$ cat config.mk
export PLATFORM = sky130hd
export DESIGN_NAME = banco_reg_sb_flat
export DESIGN_NICKNAME = d
export VERILOG_FILES = /design/src/rtl/banco_reg_sb_if.sv /design/src/rtl/banco_reg_sb.sv /design/src/flat_wrapper.sv
export SDC_FILE = /design/constraint.sdc
export NUM_CORES = 2
export LEC_CHECK = 0
export CAP_MARGIN = 20
export CORE_UTILIZATION = 50
export CTS_BUF_LIST = sky130_fd_sc_hd__clkbuf_2
export DETAILED_ROUTE_END_ITERATION = 6
export GPL_ROUTABILITY_DRIVEN = 1
export PLACE_DENSITY_LB_ADDON = 0.2
export SYNTH_ARGS = -nofsm -noshare
export SYNTH_HDL_FRONTEND = slang
export SYNTH_SLANG_ARGS = --single-unit
$ cat constraint.sdc
create_clock -name clk -period 2.15 [get_ports clk]
set_input_delay 0.215 -clock clk [delete_from_list [all_inputs] [get_ports clk]]
set_output_delay 0.215 -clock clk [all_outputs]
set_load 0.01 [all_outputs]
$ cat src/rtl/banco_reg_sb_if.sv
`default_nettype none
// ============================================================================
//  Module      : banco_reg_sb_if
//  Description : Decode/writeback bus of the register bank with busy
//                scoreboard: two read ports, one write port, one reserve port.
//  Revision    : 1.0 - initial release
// ============================================================================
interface banco_reg_sb_if #(
    parameter int DATA_W = 32,
    parameter int ADDR_W = 5
);
    logic [ADDR_W-1:0] Reg1;
    logic [ADDR_W-1:0] Reg2;
    logic [DATA_W-1:0] DataReg1;
    logic [DATA_W-1:0] DataReg2;
    logic              Busy1;
    logic              Busy2;
    logic              RegEn;
    logic [ADDR_W-1:0] WriteAddr;
    logic [DATA_W-1:0] Data;
    logic              RsvEn;
    logic [ADDR_W-1:0] RsvAddr;
    logic              AnyBusy;

    // Pipeline side: drives addresses, write and reserve requests.
    modport master (
        output Reg1, Reg2, RegEn, WriteAddr, Data, RsvEn, RsvAddr,
        input  DataReg1, DataReg2, Busy1, Busy2, AnyBusy
    );

    // Register bank side.
    modport slave (
        input  Reg1, Reg2, RegEn, WriteAddr, Data, RsvEn, RsvAddr,
        output DataReg1, DataReg2, Busy1, Busy2, AnyBusy
    );
endinterface
`default_nettype wire

$ cat src/rtl/banco_reg_sb.sv
`default_nettype none
// ============================================================================
//  Module      : banco_reg_sb
//  Description : Register bank (2 async read ports, 1 sync write port,
//                synchronous clear) with a per-register busy scoreboard.
//                Issue reserves a destination, writeback releases it.
//                Optional macro BANCOREG_BYPASS_EN enables write-to-read
//                forwarding of data and busy status in the write cycle.
//  Revision    : 1.0 - initial release
// ============================================================================
module banco_reg_sb #(
    parameter int DATA_W   = 32,
    parameter int ADDR_W   = 5,
    parameter int ZERO_REG = 1
) (
    input  wire logic       clk,
    input  wire logic       rst,
    banco_reg_sb_if.slave   bus
);

    localparam int c_DEPTH   = 1 << ADDR_W;
    localparam bit c_ZERO_EN = (ZERO_REG != 0);

    logic [DATA_W-1:0]  r_mem [c_DEPTH];
    logic [c_DEPTH-1:0] r_busy;

    // Register 0 is hard-wired when enabled, so its writes and reserves vanish.
    logic w_wr_ok;
    logic w_rsv_ok;
    assign w_wr_ok  = bus.RegEn && !(c_ZERO_EN && (bus.WriteAddr == '0));
    assign w_rsv_ok = bus.RsvEn && !(c_ZERO_EN && (bus.RsvAddr   == '0));

    // Storage: synchronous clear, otherwise the writeback value is captured.
    always_ff @(posedge clk) begin
        if (rst) begin
            for (int i = 0; i < c_DEPTH; i++) begin
                r_mem[i] <= '0;
            end
        end else if (w_wr_ok) begin
            r_mem[bus.WriteAddr] <= bus.Data;
        end
    end

    // Scoreboard: the reserve is assigned last so a same-cycle reserve of the
    // written register wins over the release (the new producer is pending).
    always_ff @(posedge clk) begin
        if (rst) begin
            r_busy <= '0;
        end else begin
            if (w_wr_ok) begin
                r_busy[bus.WriteAddr] <= 1'b0;
            end
            if (w_rsv_ok) begin
                r_busy[bus.RsvAddr] <= 1'b1;
            end
        end
    end

    // Two identical read ports: data and busy are pure functions of the
    // address and the stored state (plus the live write when forwarding).
    for (genvar p = 0; p < 2; p++) begin : g_port
        logic [ADDR_W-1:0] w_raddr;
        logic [DATA_W-1:0] w_rdata;
        logic              w_rbusy;

        assign w_raddr = (p == 0) ? bus.Reg1 : bus.Reg2;

        // Read mux with optional forwarding and zero-register override.
        always_comb begin
            w_rdata = r_mem[w_raddr];
            w_rbusy = r_busy[w_raddr];
`ifdef BANCOREG_BYPASS_EN
            if (w_wr_ok && (bus.WriteAddr == w_raddr)) begin
                w_rdata = bus.Data;
                w_rbusy = w_rsv_ok && (bus.RsvAddr == w_raddr);
            end
`endif
            if (c_ZERO_EN && (w_raddr == '0)) begin
                w_rdata = '0;
                w_rbusy = 1'b0;
            end
        end
    end

    assign bus.DataReg1 = g_port[0].w_rdata;
    assign bus.DataReg2 = g_port[1].w_rdata;
    assign bus.Busy1    = g_port[0].w_rbusy;
    assign bus.Busy2    = g_port[1].w_rbusy;
    assign bus.AnyBusy  = |r_busy;

endmodule
`default_nettype wire
$ cat src/flat_wrapper.sv
// flat-port wrapper written by rule: the top's interface ports become plain ports
module banco_reg_sb_flat 
#(
    parameter int DATA_W   = 32,
    parameter int ADDR_W   = 5,
    parameter int ZERO_REG = 1
)
  (clk, rst, bus_Reg1, bus_Reg2, bus_RegEn, bus_WriteAddr, bus_Data, bus_RsvEn, bus_RsvAddr, bus_DataReg1, bus_DataReg2, bus_Busy1, bus_Busy2, bus_AnyBusy);
  banco_reg_sb_if #(.DATA_W(DATA_W), .ADDR_W(ADDR_W)) bus_i ();
  input  wire logic clk;
  input  wire logic rst;
  input wire logic [$bits(bus_i.Reg1)-1:0] bus_Reg1;
  input wire logic [$bits(bus_i.Reg2)-1:0] bus_Reg2;
  input wire logic [$bits(bus_i.RegEn)-1:0] bus_RegEn;
  input wire logic [$bits(bus_i.WriteAddr)-1:0] bus_WriteAddr;
  input wire logic [$bits(bus_i.Data)-1:0] bus_Data;
  input wire logic [$bits(bus_i.RsvEn)-1:0] bus_RsvEn;
  input wire logic [$bits(bus_i.RsvAddr)-1:0] bus_RsvAddr;
  output wire logic [$bits(bus_i.DataReg1)-1:0] bus_DataReg1;
  output wire logic [$bits(bus_i.DataReg2)-1:0] bus_DataReg2;
  output wire logic [$bits(bus_i.Busy1)-1:0] bus_Busy1;
  output wire logic [$bits(bus_i.Busy2)-1:0] bus_Busy2;
  output wire logic [$bits(bus_i.AnyBusy)-1:0] bus_AnyBusy;
  assign bus_i.Reg1 = bus_Reg1;
  assign bus_i.Reg2 = bus_Reg2;
  assign bus_i.RegEn = bus_RegEn;
  assign bus_i.WriteAddr = bus_WriteAddr;
  assign bus_i.Data = bus_Data;
  assign bus_i.RsvEn = bus_RsvEn;
  assign bus_i.RsvAddr = bus_RsvAddr;
  assign bus_DataReg1 = bus_i.DataReg1;
  assign bus_DataReg2 = bus_i.DataReg2;
  assign bus_Busy1 = bus_i.Busy1;
  assign bus_Busy2 = bus_i.Busy2;
  assign bus_AnyBusy = bus_i.AnyBusy;
  banco_reg_sb #(.DATA_W(DATA_W), .ADDR_W(ADDR_W), .ZERO_REG(ZERO_REG)) u_core (.clk(clk), .rst(rst), .bus(bus_i));
endmodule
Word level (Yosys, flattened, before mapping)
Memory sizes are Yosys's and may differ from the RTL's. Cells that the tools add are included. Widths: inputs -> output; s select.

$lt $le $gt $ge: 6. Reductions and logical operators: 12. Mux-type cells: 23. Bitwise logic cells: 3.

Operators by type and width (number): $mux 32 (6); $reduce_or 32->1 (2); $and 32x32->32 (1); $not 32->32 (1); $or 32x32->32 (1); $lt 5x6->1 const B (4); $logic_not 5->1 (4); $mux 1 (12); $bmux 1 s5 (2); $demux 1 s5 (2); $ge 5x1->1 const B (2); $mux 5 (1); $logic_and 1x1->1 (4); $logic_not 1->1 (2).

Memories: 1. Memory bits (writable): 1024. Flip-flop bits (word level): 32. Input port bits: 56.

Memory list: u_core.r_mem (words 32, bits a word 32, rd ports 2, clocked after Yosys merged registers in 0, write ports 32, line banco_reg_sb.sv:24) `logic [DATA_W-1:0] r_mem [c_DEPTH];`.

Longest topological paths before layout
Depth after elaboration: 10. Gate-level depth with buffers: 8. Gate-level depth less buffers: 4.

Worst setup path after synthesis
Ideal clock, no wire load.

Path type: input port to flip-flop. Start point: in bus_WriteAddr[2]. End point: mem u_core.r_mem[4][0] (enable). Arrival time: 1.593 ns. Slack: 0.169 ns. Buffers on the path: 1. Cell stages on the path: 3. Path through: clkbuf_1 nor3b_1 a21o_1.

RTL lines: start, declared (line flat_wrapper.sv:15) `input wire logic [$bits(bus_i.WriteAddr)-1:0] bus_WriteAddr;`; end, declared (line banco_reg_sb.sv:24).

==> flow_summary.yaml <==
status:
  outcome: "complete, but fails checks"
  failed_checks: "negative setup slack"
sta:
  finalClockSkew_ns: 0
  maxSlewHeadroom: 0.280
  setup_violations: 67
  tightest_slew_ns: 1.08
  drv_slew: 0
  fin_crit_sh: 1.72
  rsz0062_at_grt: "true"
  setup_slack_ns: -1.55
  final.setup.tns_ns: -90.75
  hold_viol_final: 0
  max_freq_ghz: 0.271
  min_period_ns: 3.70
pwr:
  leakage_nw: 26.4
  ir_drop_uv: 512
  powerDensity_nw_per_um2: 677
  total_power_w: 0.0473
synthesis:
  synth_top_area_frac: 0.543
  synth_area_leaders: "edfxtp_1 54%, mux4_2 14%, and2_1 11%"
  ys_types: 50
  avgSynthCellArea_sq_um: 14.1
  synth_area_sq_um: 56600
  async_flop_share: 0
  ys_seq_area_frac: 0.554
  synth_common_cells: "1024 x edfxtp_1, 995 x and2_1, 363 x mux4_2"
  ys_warn_count: 0
  ys_seq_elements: 1056
  netlist.top_cell.by_area: "edfxtp_1"
  synth_cells: 4005
  synth-edff-count: 1024
  ys.flop_type: "edfxtp_1"
  synth_most_common_cell: "edfxtp_1"
cts:
  cts_tree: "done"
  clock_latency_ns: 1.59
  cts_inserted_buffers: 294
  h-tree-depth: 5
  clkTransAtPathRegs_ns: 0.11
  clockBufferDepth: 4
  cts_root_buf: "clkbuf_2"
  clock-sinks: 1056
routing:
  ant_nets: 0
  firstDrtPassIters: 6
  wl_per_cell_microns: 30.8
  routed_via_density: 6.36
  vias: 41300
  wirelength_microns: 200000
  first_iter_violations: 5183
  drc: 0
floorplanning:
  die-area_sq_um: 115000
  initial_core_util: 0.504
  die_w_microns: 339
  ios: 123
  core_area_sq_um: 112000
  rows: 123
  die_height_microns: 339
grt:
  grt_pass1_wl_microns: 285000
  antenna_found_initial: 7
  grt_pass1_vias: 41700
  grt_max_degree: 52
  globalRouteOverflowTotal: 0
  track_usage: 0.346
min_path:
  hp-class: "input pin to flop"
placement:
  gp_congestion: 0.987
  dp_hpwl_microns: 133000
  port_buffers: 122
final_layout:
  drive_above_1_share: 0.386
  area_delta_synth_final_pct: 23.5
  nNetsFinal: 4862
setup_path:
  path_class: "flop to primary output"
  path_max_fanout: 2
  critPathCaptureType: "primary output"
  arrival_ns: 3.48
  cp_data_required_time_ns: 1.93
  start_kind: "flop"
run:
  maxCapViolCount: 0
## worst paths after layout
path	startpoint	to	slack, ns	cells past startpoint
min reg2reg	u_core.r_busy[12]	u_core.r_busy[12]	0.51	2
max reg2reg	u_core.r_busy[1]	u_core.r_busy[1]	0.92	2
max	u_core.r_mem[26][11]	bus_DataReg2[11]	-1.55	5
min	bus_Data[30]	u_core.r_mem[18][30]	0.12	4
## state kept, by name, summed over array words and instances (netlist names)
name           flops
u_core.r_mem    1024
u_core.r_busy     32
## critical path, cell delays in order, from the launching register on
cell and delay [ns]:
edfxtp_1 0.44, mux4_2 0.47, mux2_4 0.30, a221oi_4 0.36, a211oi_4 0.12, buf_2 0.17
## routing by layer
| metal | wire, microns | track usage |
|---|---|---|
| met1 | 74300 | 0.459 |
| met4 | 11900 | 0.206 |
| met3 | 22700 | 0.0736 |
| met2 | 90800 | 0.526 |
| met5 | 27 | 0 |
## kinds of logic (layout without fill, tap and decap cells)
logic type,after synthesis,count (layout),synth area share
AOI/OAI and AO/OA,442,442,0.0589
and+or+nand+nor,1290,1290,0.136
buffers and inverters,461,1406,0.0357
muxes,755,755,0.215
other,1,38,0.0000662
DFF,1056,1056,0.554
## metrics by stage
step / hold slack (ns) / area [sq um] / std cells / setup slack [ns] / util
5_1_grt: 0.0897 / 69900 / 6487 / -1.65 / 0.623
3_3_place_gp: 0.484 / 64900 / 5910 / -0.963 / 0.578
2_1_floorplan: 0.345 / 56700 / 4036 / 0.169 / -
6_report: 0.119 / 69900 / 6487 / -1.55 / 0.623
4_1_cts: 0.00654 / 69400 / 6467 / -1.67 / 0.618
3_5_place_dp: 0.495 / 65000 / 5911 / -0.966 / 0.578
## layout make-up
| cell class | count | area (sq um) |
|---|---|---|
| sequential | 1056 | 31400 |
| timing repair buffer | 900 | 8700 |
| clock inverter | 64 | 541 |
| inverter | 35 | 134 |
| fill | 8554 | 42400 |
| clock buffer | 407 | 2040 |
| multi-input combinational | 2519 | 25300 |
| tap | 1500 | 1880 |
| antenna | 6 | 15.0 |
## power breakdown
| group | total [W] | switching (W) | internal [W] |
|---|---|---|---|
| clock | 0.0149 | 0.00855 | 0.00634 |
| combinational | 0.00813 | 0.00438 | 0.00375 |
| sequential | 0.0243 | 0.000646 | 0.0237 |
## cells in the final DEF, fill, tap and decap left out, drive strengths merged, types with 29 or more instances in the layout
cell,n
a211oi,66
a21o,29
a21oi,35
a221oi,46
a22oi,66
a311oi,33
and2,995
buf,791
clkbuf,408
clkdlybuf4s50,44
clkinv,51
conb,32
dfxtp,32
dlygate4sd3,64
edfxtp,1024
inv,37
mux2,66
mux2i,326
mux4,363
nand2,124
nand4,36
nor2,40
nor2b,40
o21ai,59
o221ai,66
## what timing repair did
action	in CTS	in global routing
setup buffers	39	21
setup endpoints to repair	67	69
hold buffers	64	0
gates cloned	0	0
endpoints found under the hold margin	2048	0
pin swaps	66	50
resized for setup	577	70
Note: power is estimated with default switching activity, not from simulation.
